**src/rtl/idu_dispatch_queue_pkg.sv**
```systemverilog
// Shared constants for the decode-to-execute dispatch queue: payload field layout,
// register-address width and default depth.
package idu_dispatch_queue_pkg;

  localparam int REG_AW    = 5;
  localparam int DEPTH_DEF = 2;

  localparam int REGWR_W   = 1;
  localparam int INTREN_W  = 1;
  localparam int ISSEXT_W  = 1;
  localparam int ISTRUNC_W = 1;
  localparam int REGSRC_W  = 8;
  localparam int MEMOP_W   = 11;
  localparam int MEMWR_W   = 1;
  localparam int BRANCH_W  = 16;
  localparam int ALUBSR_W  = 4;
  localparam int ALUASR_W  = 2;
  localparam int ALUCT_W   = 32;
  localparam int RS2_W     = 32;
  localparam int RS1_W     = 32;
  localparam int IMM_W     = 32;
  localparam int PC_W      = 32;
  localparam int INST_W    = 32;

  // Control bits sit in the low end, operands and inst in the high end.
  localparam int REGWR_LSB   = 0;
  localparam int INTREN_LSB  = REGWR_LSB   + REGWR_W;
  localparam int ISSEXT_LSB  = INTREN_LSB  + INTREN_W;
  localparam int ISTRUNC_LSB = ISSEXT_LSB  + ISSEXT_W;
  localparam int REGSRC_LSB  = ISTRUNC_LSB + ISTRUNC_W;
  localparam int MEMOP_LSB   = REGSRC_LSB  + REGSRC_W;
  localparam int MEMWR_LSB   = MEMOP_LSB   + MEMOP_W;
  localparam int BRANCH_LSB  = MEMWR_LSB   + MEMWR_W;
  localparam int ALUBSR_LSB  = BRANCH_LSB  + BRANCH_W;
  localparam int ALUASR_LSB  = ALUBSR_LSB  + ALUBSR_W;
  localparam int ALUCT_LSB   = ALUASR_LSB  + ALUASR_W;
  localparam int RS2_LSB     = ALUCT_LSB   + ALUCT_W;
  localparam int RS1_LSB     = RS2_LSB     + RS2_W;
  localparam int IMM_LSB     = RS1_LSB     + RS1_W;
  localparam int PC_LSB      = IMM_LSB     + IMM_W;
  localparam int INST_LSB    = PC_LSB      + PC_W;
  localparam int PW_DEF      = INST_LSB    + INST_W;

  typedef logic [REG_AW-1:0] reg_addr_t;

  // Pointer width that stays legal for a single-entry queue.
  function automatic int ptr_w(input int depth);
    return (depth > 1) ? $clog2(depth) : 1;
  endfunction

endpackage

```
**src/rtl/idu_dispatch_queue_if.sv**
```systemverilog
// Decoder-side offer, EXU-side head and witf push signals of the dispatch queue.
interface idu_dispatch_queue_if
  import idu_dispatch_queue_pkg::*;
#(
  parameter int PW = PW_DEF,
  parameter int CW = 2
);
  logic          ifu_valid;
  logic          idu_ready;
  logic [PW-1:0] in_payload;
  reg_addr_t     in_rd;
  logic          in_regwr;
  logic          isRAW;
  logic          witf_full;
  logic          flush;
  logic          idu_valid;
  logic          exu_ready;
  logic [PW-1:0] out_payload;
  logic          witf_push;
  reg_addr_t     witf_rd;
  logic [CW-1:0] count;

  modport master (
    output ifu_valid, in_payload, in_rd, in_regwr, isRAW, witf_full, flush, exu_ready,
    input  idu_ready, idu_valid, out_payload, witf_push, witf_rd, count
  );

  modport slave (
    input  ifu_valid, in_payload, in_rd, in_regwr, isRAW, witf_full, flush, exu_ready,
    output idu_ready, idu_valid, out_payload, witf_push, witf_rd, count
  );
endinterface

```
**src/rtl/idu_dispatch_queue_idq_ram.sv**
```systemverilog
// DEPTH x PW entry storage: one write port, one asynchronous read port, cleared on reset.
module idq_ram #(
  parameter int DEPTH = 2,
  parameter int PW    = 238,
  parameter int AW    = 1
) (
  input  logic          clk,
  input  logic          rst,
  input  logic          we,
  input  logic [AW-1:0] waddr,
  input  logic [PW-1:0] wdata,
  input  logic [AW-1:0] raddr,
  output logic [PW-1:0] rdata
);
  logic [DEPTH-1:0][PW-1:0] mem;

  for (genvar e = 0; e < DEPTH; e++) begin : g_ent
    always_ff @(posedge clk) begin
      if (rst)                          mem[e] <= '0;
      else if (we && waddr == AW'(e))   mem[e] <= wdata;
    end
  end

  assign rdata = mem[raddr];
endmodule

```
**src/rtl/idu_dispatch_queue.sv**
```systemverilog
// In-order decode-to-execute dispatch buffer with RAW/witf stall, flush and witf push.
module idu_dispatch_queue
  import idu_dispatch_queue_pkg::*;
#(
  parameter int PW    = PW_DEF,
  parameter int DEPTH = DEPTH_DEF,
  parameter int CW    = $clog2(DEPTH + 1)
) (
  input  logic clk,
  input  logic rst,
  idu_dispatch_queue_if.slave bus
);
  localparam int AW = ptr_w(DEPTH);

  logic [AW-1:0] rd_ptr, wr_ptr;
  logic [CW-1:0] cnt;
  logic [PW-1:0] rdata;
  logic          enq, deq, not_full;

  function automatic logic [AW-1:0] ptr_inc(input logic [AW-1:0] p);
    return (p == AW'(DEPTH - 1)) ? '0 : p + AW'(1);
  endfunction

  // A full queue may still accept when the head leaves in the same cycle.
  assign not_full      = cnt < CW'(DEPTH);
  assign bus.idu_ready = !bus.flush && !bus.isRAW && !bus.witf_full && (not_full || bus.exu_ready);
  assign bus.idu_valid = cnt != '0;
  assign enq           = bus.ifu_valid && bus.idu_ready;
  assign deq           = bus.idu_valid && bus.exu_ready && !bus.flush;

  assign bus.witf_push   = enq && bus.in_regwr;
  assign bus.witf_rd     = bus.in_rd;
  assign bus.count       = cnt;
  assign bus.out_payload = rdata;

  always_ff @(posedge clk) begin
    if (rst || bus.flush) begin
      rd_ptr <= '0;
      wr_ptr <= '0;
      cnt    <= '0;
    end else begin
      if (enq) wr_ptr <= ptr_inc(wr_ptr);
      if (deq) rd_ptr <= ptr_inc(rd_ptr);
      case ({enq, deq})
        2'b10:   cnt <= cnt + CW'(1);
        2'b01:   cnt <= cnt - CW'(1);
        default: cnt <= cnt;
      endcase
    end
  end

  idq_ram #(.DEPTH(DEPTH), .PW(PW), .AW(AW)) u_ram (
    .clk   (clk),
    .rst   (rst),
    .we    (enq),
    .waddr (wr_ptr),
    .wdata (bus.in_payload),
    .raddr (rd_ptr),
    .rdata (rdata)
  );
endmodule

```
**src/flat_wrapper.sv**
```systemverilog
// flat-port wrapper written by rule: the top's interface ports become plain ports
module idu_dispatch_queue_flat import idu_dispatch_queue_pkg::*;
#(
  parameter int PW    = PW_DEF,
  parameter int DEPTH = DEPTH_DEF,
  parameter int CW    = $clog2(DEPTH + 1)
)
  (clk, rst, bus_ifu_valid, bus_in_payload, bus_in_rd, bus_in_regwr, bus_isRAW, bus_witf_full, bus_flush, bus_exu_ready, bus_idu_ready, bus_idu_valid, bus_out_payload, bus_witf_push, bus_witf_rd, bus_count);
  idu_dispatch_queue_if #(.PW(PW), .CW(CW)) bus_i ();
  input  logic clk;
  input  logic rst;
  input wire logic [$bits(bus_i.ifu_valid)-1:0] bus_ifu_valid;
  input wire logic [$bits(bus_i.in_payload)-1:0] bus_in_payload;
  input wire logic [$bits(bus_i.in_rd)-1:0] bus_in_rd;
  input wire logic [$bits(bus_i.in_regwr)-1:0] bus_in_regwr;
  input wire logic [$bits(bus_i.isRAW)-1:0] bus_isRAW;
  input wire logic [$bits(bus_i.witf_full)-1:0] bus_witf_full;
  input wire logic [$bits(bus_i.flush)-1:0] bus_flush;
  input wire logic [$bits(bus_i.exu_ready)-1:0] bus_exu_ready;
  output wire logic [$bits(bus_i.idu_ready)-1:0] bus_idu_ready;
  output wire logic [$bits(bus_i.idu_valid)-1:0] bus_idu_valid;
  output wire logic [$bits(bus_i.out_payload)-1:0] bus_out_payload;
  output wire logic [$bits(bus_i.witf_push)-1:0] bus_witf_push;
  output wire logic [$bits(bus_i.witf_rd)-1:0] bus_witf_rd;
  output wire logic [$bits(bus_i.count)-1:0] bus_count;
  assign bus_i.ifu_valid = bus_ifu_valid;
  assign bus_i.in_payload = bus_in_payload;
  assign bus_i.in_rd = bus_in_rd;
  assign bus_i.in_regwr = bus_in_regwr;
  assign bus_i.isRAW = bus_isRAW;
  assign bus_i.witf_full = bus_witf_full;
  assign bus_i.flush = bus_flush;
  assign bus_i.exu_ready = bus_exu_ready;
  assign bus_idu_ready = bus_i.idu_ready;
  assign bus_idu_valid = bus_i.idu_valid;
  assign bus_out_payload = bus_i.out_payload;
  assign bus_witf_push = bus_i.witf_push;
  assign bus_witf_rd = bus_i.witf_rd;
  assign bus_count = bus_i.count;
  idu_dispatch_queue #(.PW(PW), .DEPTH(DEPTH), .CW(CW)) u_core (.clk(clk), .rst(rst), .bus(bus_i));
endmodule
```
**config.mk**
```make
export PLATFORM = sky130hd
export DESIGN_NAME = idu_dispatch_queue_flat
export DESIGN_NICKNAME = d
export VERILOG_FILES = /design/src/rtl/idu_dispatch_queue_pkg.sv /design/src/rtl/idu_dispatch_queue_if.sv /design/src/rtl/idu_dispatch_queue_idq_ram.sv /design/src/rtl/idu_dispatch_queue.sv /design/src/flat_wrapper.sv
export SDC_FILE = /design/constraint.sdc
export NUM_CORES = 1
export LEC_CHECK = 0
export BUFFER_PORTS_ARGS = -buffer_cell sky130_fd_sc_hd__clkbuf_2
export CORE_MARGIN = 2
export CORE_UTILIZATION = 25
export DETAILED_ROUTE_END_ITERATION = 10
export PLACE_DENSITY = 0.51
export SLEW_MARGIN = 25
export SYNTH_ARGS = -nofsm -noshare
export SYNTH_HDL_FRONTEND = slang
export SYNTH_HIERARCHICAL = 1
export SYNTH_SLANG_ARGS = --single-unit
```
**constraint.sdc**
```tcl
create_clock -name clk -period 2.3 [get_ports clk]
set_clock_uncertainty 0.15 [all_clocks]
set_input_delay 0.46 -clock clk [delete_from_list [all_inputs] [get_ports clk]]
set_output_delay 0.46 -clock clk [all_outputs]
set_load 0.02 [all_outputs]
```
==> results.txt, run 1 <==
Setup repair after global routing could not meet its margin everywhere. The initial utilization of the core area, before any placement, comes to 25.14%. Compared with the post-synthesis result, the final layout area differs by 43.85%.

The final antenna-violating net count is 0. The post-synthesis average cell area was 10.76 sq um. Sequential cells burn 43.6% of the power. The tools report the startpoint type of the worst setup path as a flip-flop.

Net switching is 23.34% of the power. Of the total power, the clock network draws 47.3%. In the finished design, the share of the clock period the worst path needs comes to 112.4%. The logs give 0.09264 sq mm for the full die area and 4530 uW for the total net switching power.

Setup violations remaining at the end of the flow were counted as 240. The antenna cell count was 0. The worst pin sits at a relative slew slack of 64.18%.

IR analysis of the VDD net gives a maximum drop of 0.5449 mV. For the total DRC errors in the routed layout, the log shows 0. The checks that failed: setup timing. The worst path needs 2.586 ns of the cycle, external delays included. The average wire length per cell after detail routing is 16.10 microns, and the post-synthesis register bit count is 480.

The tool flagged a number of max-cap violations equal to 0. Number of iterations in the first detailed-routing pass: 4. Yosys mapped the design onto 24 distinct sky130hd cell types. Entering global routing, the biggest net connects 92 pins. The critical path is of the flip-flop to output pin type. Summing all non-filler instances in the final layout gives an area of 0.03245 sq mm. Net total in the final layout: 3075. The floorplan step defined a core boundary enclosing 0.08974 sq mm.

Summing the sequential cell areas from Yosys gives 42.60% of the chip area. Routability-driven placement finished with a final weighted congestion of 0.7358. After detailed placement, the design holds a cell count of 3687. The die extent in x is 304.4 microns. Clock latency on the worst-skew pair, taken at its later pin, is 0.63 ns. The logs give 65100 microns for the routed wire length and 705 for the DRC violation total after the first TritonRoute iteration. For the worst setup path, the data arrival time is 1.98 ns. Buffers placed on the I/O ports in this run total 488.

During I/O placement, the number of pins put on the boundary was 499. The number of antenna violations at the first check in global routing was 1. In this run the power density over the cells is 598.3 mW/mm^2. The tools report the total standard cell area after synthesis as 0.02256 sq mm.

TritonCTS built the clock tree. The placed instances occupy a cell area of 0.02679 sq mm. Along the worst path, the maximum fanout reaches 7. The most used flip-flop cell after synthesis is sky130_fd_sc_hd__dfxtp_1. The first global-routing pass estimated 99540 microns of wire. The number of buffers on the longest clock path came out at 3. The run finished, with violations left.

For this run, the number of standard cells in the final layout without fillers is 4043. The final global-route overflow total was 0. The run gives 2 as the number of levels the H-tree was split into. The final count of pins violating max slew is 0. After clock tree synthesis, the clock-pin slew on the worst setup and hold paths is 0.06 ns. CTS saw 480 sinks.

Counting flops with an async set or reset pin after synthesis yields a share of 0%. Total routing resource utilization after global routing: 13.36%. Yosys printed 6 warnings. The min-delay analysis places its worst path in the category primary input to flip-flop.

The filler cells instantiated in the layout total 8973. Combinational logic burns 9.2% of the power. The run gives 2349 as the post-synth net total. After synthesis, the cell types taking the most area are sky130_fd_sc_hd__dfxtp_1, sky130_fd_sc_hd__mux2i_1, sky130_fd_sc_hd__nand2b_1, sky130_fd_sc_hd__mux2_2, sky130_fd_sc_hd__buf_2.

Pin slew with the least headroom to its limit: 0.5373 ns. Number of placement rows: 110. Static timing analysis puts the maximum clock frequency at 386.7 MHz.

The worst setup path is captured at an output pin. The wire-length estimate of the detail-placed layout is 43410 microns. Buffers inserted during clock tree synthesis total 57.

Fraction of synthesized cell area taken by the top area cell type: 42.60%. Leakage power: 0.01440 uW. The biggest area contributor in the post-synthesis netlist is sky130_fd_sc_hd__dfxtp_1.

The cell count after synthesis is 2097, and the detailed-route vias per instance is 4.146. The detailed router placed 16760 vias in this run. The number of enable-type register cells in the synthesized netlist is 0, and the internal cell power is 14880 uW. The final hold violation count was 0; the post-layout worst setup margin was -0.2860 ns.

For the worst setup path, the data required time is 1.69 ns. Of the cells placed in the final design, the portion with a size suffix greater than 1 is 32.44%. Measured along the y axis, the die boundary spans 304.4 microns.

The run gives 17720 as the via count of the first global-routing pass. The master cell of the clock root buffer was sky130_fd_sc_hd__clkbuf_16. The run gives 0.01131 ns as the pre-CTS setup slack.
power by group through the flow:
stage                     sequential, uW  combinational (uW)  clock (uW)
after detailed placement            8640                1380           0
final                               8460                1780        9180
after global routing                8460                1910        9850
after floorplan                     8630                 834           0
after global placement              8640                1390           0
after CTS                           8460                1740        9530
critical path, cell delays in order (launching register included):
cell and delay [ns]:
sky130_fd_sc_hd__dfxtp_4 0.38, sky130_fd_sc_hd__buf_12 0.16, sky130_fd_sc_hd__buf_12 0.15, sky130_fd_sc_hd__buf_16 0.14, sky130_fd_sc_hd__mux2_2 0.35, sky130_fd_sc_hd__clkbuf_2 0.16
worst paths after layout:
kind	startpoint	to	slack, ns	cells past startpoint
worst max register to register	u_core/bus.count[1]$_SDFFE_PP0P_	u_core/u_ram/mem[98]$_SDFFE_PP0P_	0.08	9
worst max-delay path	u_core/rd_ptr$_SDFFE_PP0P_	bus_out_payload[93]	-0.29	5
worst min register to register	u_core/u_ram/mem[44]$_SDFFE_PP0P_	u_core/u_ram/mem[44]$_SDFFE_PP0P_	0.32	2
worst min-delay path	bus_in_payload[198]	u_core/u_ram/mem[436]$_SDFFE_PP0P_	0.03	3
registers in the layout, indices dropped and copies added (netlist names):
name,cells
u_core/rd_ptr,1
u_core/u_ram/mem,476
u_core/wr_ptr,1
u_core/bus.count,2
stage by stage:
| stage | utilization, % | power [uW] | hold WS, ns | TNS (ns) |
|---|---|---|---|---|
| 6_report | 36.16 | 19410 | 0.03486 | -51.22 |
| 5_1_grt | 36.16 | 20230 | 0.02325 | -73.20 |
| 4_1_cts | 35.29 | 19720 | 0.004368 | -73.84 |
| 3_5_place_dp | 29.85 | 10020 | 0.3087 | 0 |
| 3_3_place_gp | 29.85 | 10020 | 0.3055 | 0 |
| 2_1_floorplan | - | 9460 | 0.2952 | 0 |
what timing repair did:
| action | in CTS | in global routing |
|---|---|---|
| gates cloned | 3 | 4 |
| hold buffers | 235 | 0 |
| endpoints found under the hold margin | 466 | 0 |
| resized for setup | 109 | 314 |
| buffers inserted | 13 | 0 |
| pin swaps | 1 | 0 |
| endpoints found under the setup margin | 240 | 301 |
area by class of cell:
class                      count  area [sq um]  area share (%)
tap                         1176          1471           4.535
sequential                   480          9613           29.63
timing repair buffer         830          6994           21.56
clock inverter                20         212.7          0.6556
clock buffer                  83          1677           5.167
inverter                       1         3.754         0.01157
multi-input combinational   1453         12470           38.45
placed cells by master, fill, tap and decap left out, types with 8 or more instances in the layout:
cell	instances
sky130_fd_sc_hd__buf_6	66
sky130_fd_sc_hd__clkinv_2	12
sky130_fd_sc_hd__nand2b_1	716
sky130_fd_sc_hd__buf_8	15
sky130_fd_sc_hd__mux2_2	140
sky130_fd_sc_hd__buf_4	57
sky130_fd_sc_hd__mux2i_1	477
sky130_fd_sc_hd__clkbuf_16	63
sky130_fd_sc_hd__buf_2	23
sky130_fd_sc_hd__dlygate4sd3_1	235
sky130_fd_sc_hd__mux2_4	98
sky130_fd_sc_hd__dfxtp_1	479
sky130_fd_sc_hd__buf_12	36
sky130_fd_sc_hd__clkbuf_8	27
sky130_fd_sc_hd__buf_16	8
sky130_fd_sc_hd__clkbuf_2	363
sky130_fd_sc_hd__clkbuf_1	13
layer usage:
| layer | wire, microns | vias up | GRT usage, % |
|---|---|---|---|
| met5 | 13 | - | 0 |
| met3 | 3048 | 113 | 2.827 |
| met1 | 29550 | 7835 | 16.75 |
| met4 | 2176 | 2 | 5.204 |
| met2 | 30310 | 358 | 22.37 |
| li1 | - | 8454 | - |
synthesized netlist by cell type, drive strengths merged, types with 2 or more instances:
cell type and n:
nor2 2, nand2b 716, buf 88, dfxtp 480, mux2i 477, and2 2, mux2 238, nor4 2
xor2 2, o21ai 2, or3 2, nand2 2, nor3 2, clkbuf 75
kinds of logic (layout without fill, tap and decap cells):
kind of cell | after synthesis | after routing | share of synthesized area [%]
AO/OA/AOI/OAI | 3 | 3 | 0.07768
XOR/XNOR | 3 | 3 | 0.1165
adder cells (fa/ha/maj) | 1 | 1 | 0.05546
buffers and inverters | 164 | 934 | 3.805
flip-flops | 480 | 480 | 42.60
multiplexers | 715 | 715 | 33.05
AND/OR/NAND/NOR | 731 | 731 | 20.29
Power figures use the tool's default switching activity.
==> inputs of run 2 (changes only) <==
- CELL_PAD_IN_SITES_DETAIL_PLACEMENT: unset -> 1
- CELL_PAD_IN_SITES_GLOBAL_PLACEMENT: unset -> 2
- CTS_CLUSTER_SIZE: unset -> 40
- PLACE_DENSITY: 0.51 -> 0.69
==> run 2 against run 1 <==
Net effect:
- cell count is 0.17% lower
- non-clock buffer count fell by 11
- largest cell class unchanged
- utilization fell by 1.0 points
- first-iteration DRC count fell by 14%
- power shrank 0.73%
- register-to-register slack got worse by 0.20 ns
- sequential cell count stayed put
- critical path type unchanged
- the flow still finishes with violations (setup timing)
==> results.txt, run 2 (same netlist as run 1, synthesis figures left out) <==
Post-layout minimum cycle time: 2.570 ns (-0.01560 ns). The final HPWL from detailed placement is 49530 microns (+14%), and the instance count along the most critical hold path is 3 (unchanged). For the worst max-slew margin expressed relative to the limit, the log shows 72.32% (+8.1 points). The tools report the total CTS buffers as 57 (unchanged).

The tools report the total via count after detailed routing as 17410 (+3.8%). The net total in the final layout is 3064 (-0.36%). The average wire length per cell after detail routing works out to 17.78 microns (+10%). Power density over cell area: 611.1 mW/mm^2 (+2.1%). First-pass GRT wire length: 111400 microns (+12%).

For the DRC violation total after the first TritonRoute iteration, the log shows 603 (-14%). The final global-route overflow total was 0 (unchanged); the number of antenna violations at the first check in global routing was 3 (+2). The logs give 2 (unchanged) for the number of levels the H-tree was split into and 0.02667 sq mm (-0.43%) for the placed standard-cell area. For the number of iterations in the first detailed-routing pass, the log shows 4 (unchanged). The top cell types in the final layout, fill and taps aside, are sky130_fd_sc_hd__nand2b_1, sky130_fd_sc_hd__dfxtp_1, sky130_fd_sc_hd__mux2i_1, sky130_fd_sc_hd__clkbuf_2, sky130_fd_sc_hd__dlygate4sd3_1. TritonCTS built the clock tree.

The flow ran to the end, but the final reports show violations. The routed wire length was 71740 microns (+10%); the total routing resource utilization after global routing was 15.05% (+1.7 points). The area of the core region came out at 0.08974 sq mm (unchanged). The depth of the worst register-to-register path was 12 (+3).

For the count of pins on the block boundary, the log shows 499 (unchanged). The number of failing setup endpoints in the final timing report was 632 (+160%). The number of placed instances with taps included is 3680 (-0.19%), and the via count of the first global-routing pass is 19710 (+11%). The run gives 0 (unchanged) as the final antenna-violating net count. Total of max-cap violations: 0 (unchanged). The class of the worst hold path is primary input to flip-flop. The post-layout worst setup margin is -0.2704 ns (+0.01560 ns), and the number of flip-flops in the largest register is 476 (unchanged).

The run gives 4036 (-0.17%) as the number of cells in the finished layout apart from fillers. The most common library cell in the layout ignoring fill and taps is sky130_fd_sc_hd__nand2b_1. The detailed-route vias per instance came out at 4.313 (+4.0%). The logs give 0.09264 sq mm (unchanged) for the full die area and 1.69 ns (about the same) for the required arrival time at the worst endpoint.

For the maximum frequency from static timing analysis, the log shows 389.0 MHz (+0.61%). For the number of buffers on the longest clock path, the log shows 3 (unchanged). The latest clock arrival within the worst-skew pair is 0.60 ns (-0.03 ns), and the final hold violation count is 0 (unchanged). The area growth from synthesis to layout is 39.82%. The tools report the final count of pins violating max slew as 0 (unchanged). The tools report the sum of negative setup slack as -66.78 ns (-15.56 ns). The layout cell share with drive strength beyond 1 came out at 32.24% (-0.20 points). The chip height is 304.4 microns (unchanged).

The register ranked first by flip-flop count is u_core/u_ram/mem. The count of port buffers added during placement came out at 488 (unchanged). Setup repair after global routing could not meet its margin everywhere. The largest net degree at the start of global routing was 107 (+16%).

The checks that failed: setup timing. Initial standard-cell utilization of the core: 25.14% (unchanged). Number of filler instances in the final layout: 10100 (+13%).

The tools report the worst endpoint data arrival time as 1.96 ns (-0.02 ns). The startpoint type of the worst setup path is a flip-flop. The tools report the kind of capture point of the worst setup path as an output pin. The run gives 480 (unchanged) as the CTS sink count.

Pin slew with the least headroom to its limit: 0.4153 ns (-0.1221 ns). The logs give 35.14% (-1.0 points) for the fraction of the core area covered by cells at the end of the flow and 0.3886 mV (-29%) for the maximum vdd ir drop. For the total DRC errors in the routed layout, the log shows 0 (unchanged).

The root buffer cell chosen for the clock tree is sky130_fd_sc_hd__clkbuf_16. The highest cell delay on the worst timing path was 0.39 ns (about the same). The die extent in x works out to 304.4 microns (unchanged). The maximum net fanout on the critical path was 27 (+20); the final weighted congestion in routability-driven placement was 0.7524 (+2.3%).

The total power draw was 19270 uW (-0.73%); the fraction of the cycle the final worst path needs was 111.8% (-0.68 points). The critical path in this run is classified as flip-flop to output pin. The largest individual stage delay along the critical path comes from the cell sky130_fd_sc_hd__dfxtp_4. The logs give 0.03154 sq mm (-2.8%) for the cell area after layout and 0.01410 uW (-2.1%) for the leakage power. The tools report the number of placement rows as 110 (unchanged). The clock-pin slew of the registers on the worst-case setup and hold paths is 0.06 ns (about the same).

Walking the worst path, the cells encountered are buf_12 -> buf_16 -> mux2_2 -> buf_2.
run 2: through the flow:
step,setup slack (ns),hold WS [ns]
detailed placement,-0.1641,0.3126
global placement,-0.06318,0.3049
CTS,-0.3320,0.01184
finish,-0.2704,0.04493
floorplan,0.2531,0.2952
global route,-0.3508,0.03790
run 2: worst max-delay path: cells and delay by family (launching register included):
kind | cells | cell delay (ns)
multiplexers | 1 | 0.36
flip-flops | 1 | 0.39
buffers and inverters | 3 | 0.56
run 2: path summary, 6_finish.rpt:
path | start | endpoint | slack [ns]
setup reg to reg | u_core/bus.count[1]$_SDFFE_PP0P_ | u_core/u_ram/mem[391]$_SDFFE_PP0P_ | -0.12
hold reg to reg | u_core/u_ram/mem[380]$_SDFFE_PP0P_ | u_core/u_ram/mem[380]$_SDFFE_PP0P_ | 0.32
setup / recovery | u_core/rd_ptr$_SDFFE_PP0P_ | bus_out_payload[130] | -0.27
hold / removal | bus_in_payload[70] | u_core/u_ram/mem[308]$_SDFFE_PP0P_ | 0.04
run 2: power breakdown:
| group | internal (uW) | switching [uW] | leakage [uW] |
|---|---|---|---|
| clock | 5310 | 3780 | 0.000933 |
| combinational | 948 | 781 | 0.00930 |
| sequential | 8410 | 50.2 | 0.00388 |
| total | 14700 | 4610 | 0.0141 |
run 2: what timing repair did:
action	4_1_cts	5_1_grt
hold buffers	236	0
pin swaps	2	0
setup buffers	10	0
setup endpoints to repair	240	703
hold endpoints to repair	472	0
gates cloned	3	0
resized for setup	77	82
run 2: metal layers:
metal / track usage, % / up-vias / part of all wire (%)
met2: 28.08 / 353 / 52
met4: 5.561 / 0 / 3.4
met3: 3.036 / 127 / 4.3
li1: - / 8426 / -
met5: 0 / - / 0
met1: 16.73 / 8501 / 40
run 2: layout make-up:
cell class	count	area (sq um)	share of cell area, %
flip-flops and latches	480	9614	30.49
diodes	3	7.507	0.02380
clock buffers	80	1645	5.217
inverters	1	3.754	0.01190
multi-input cells	1453	12240	38.81
well taps	1176	1471	4.666
repair buffers	819	6339	20.10
clock inverters	24	217.7	0.6903
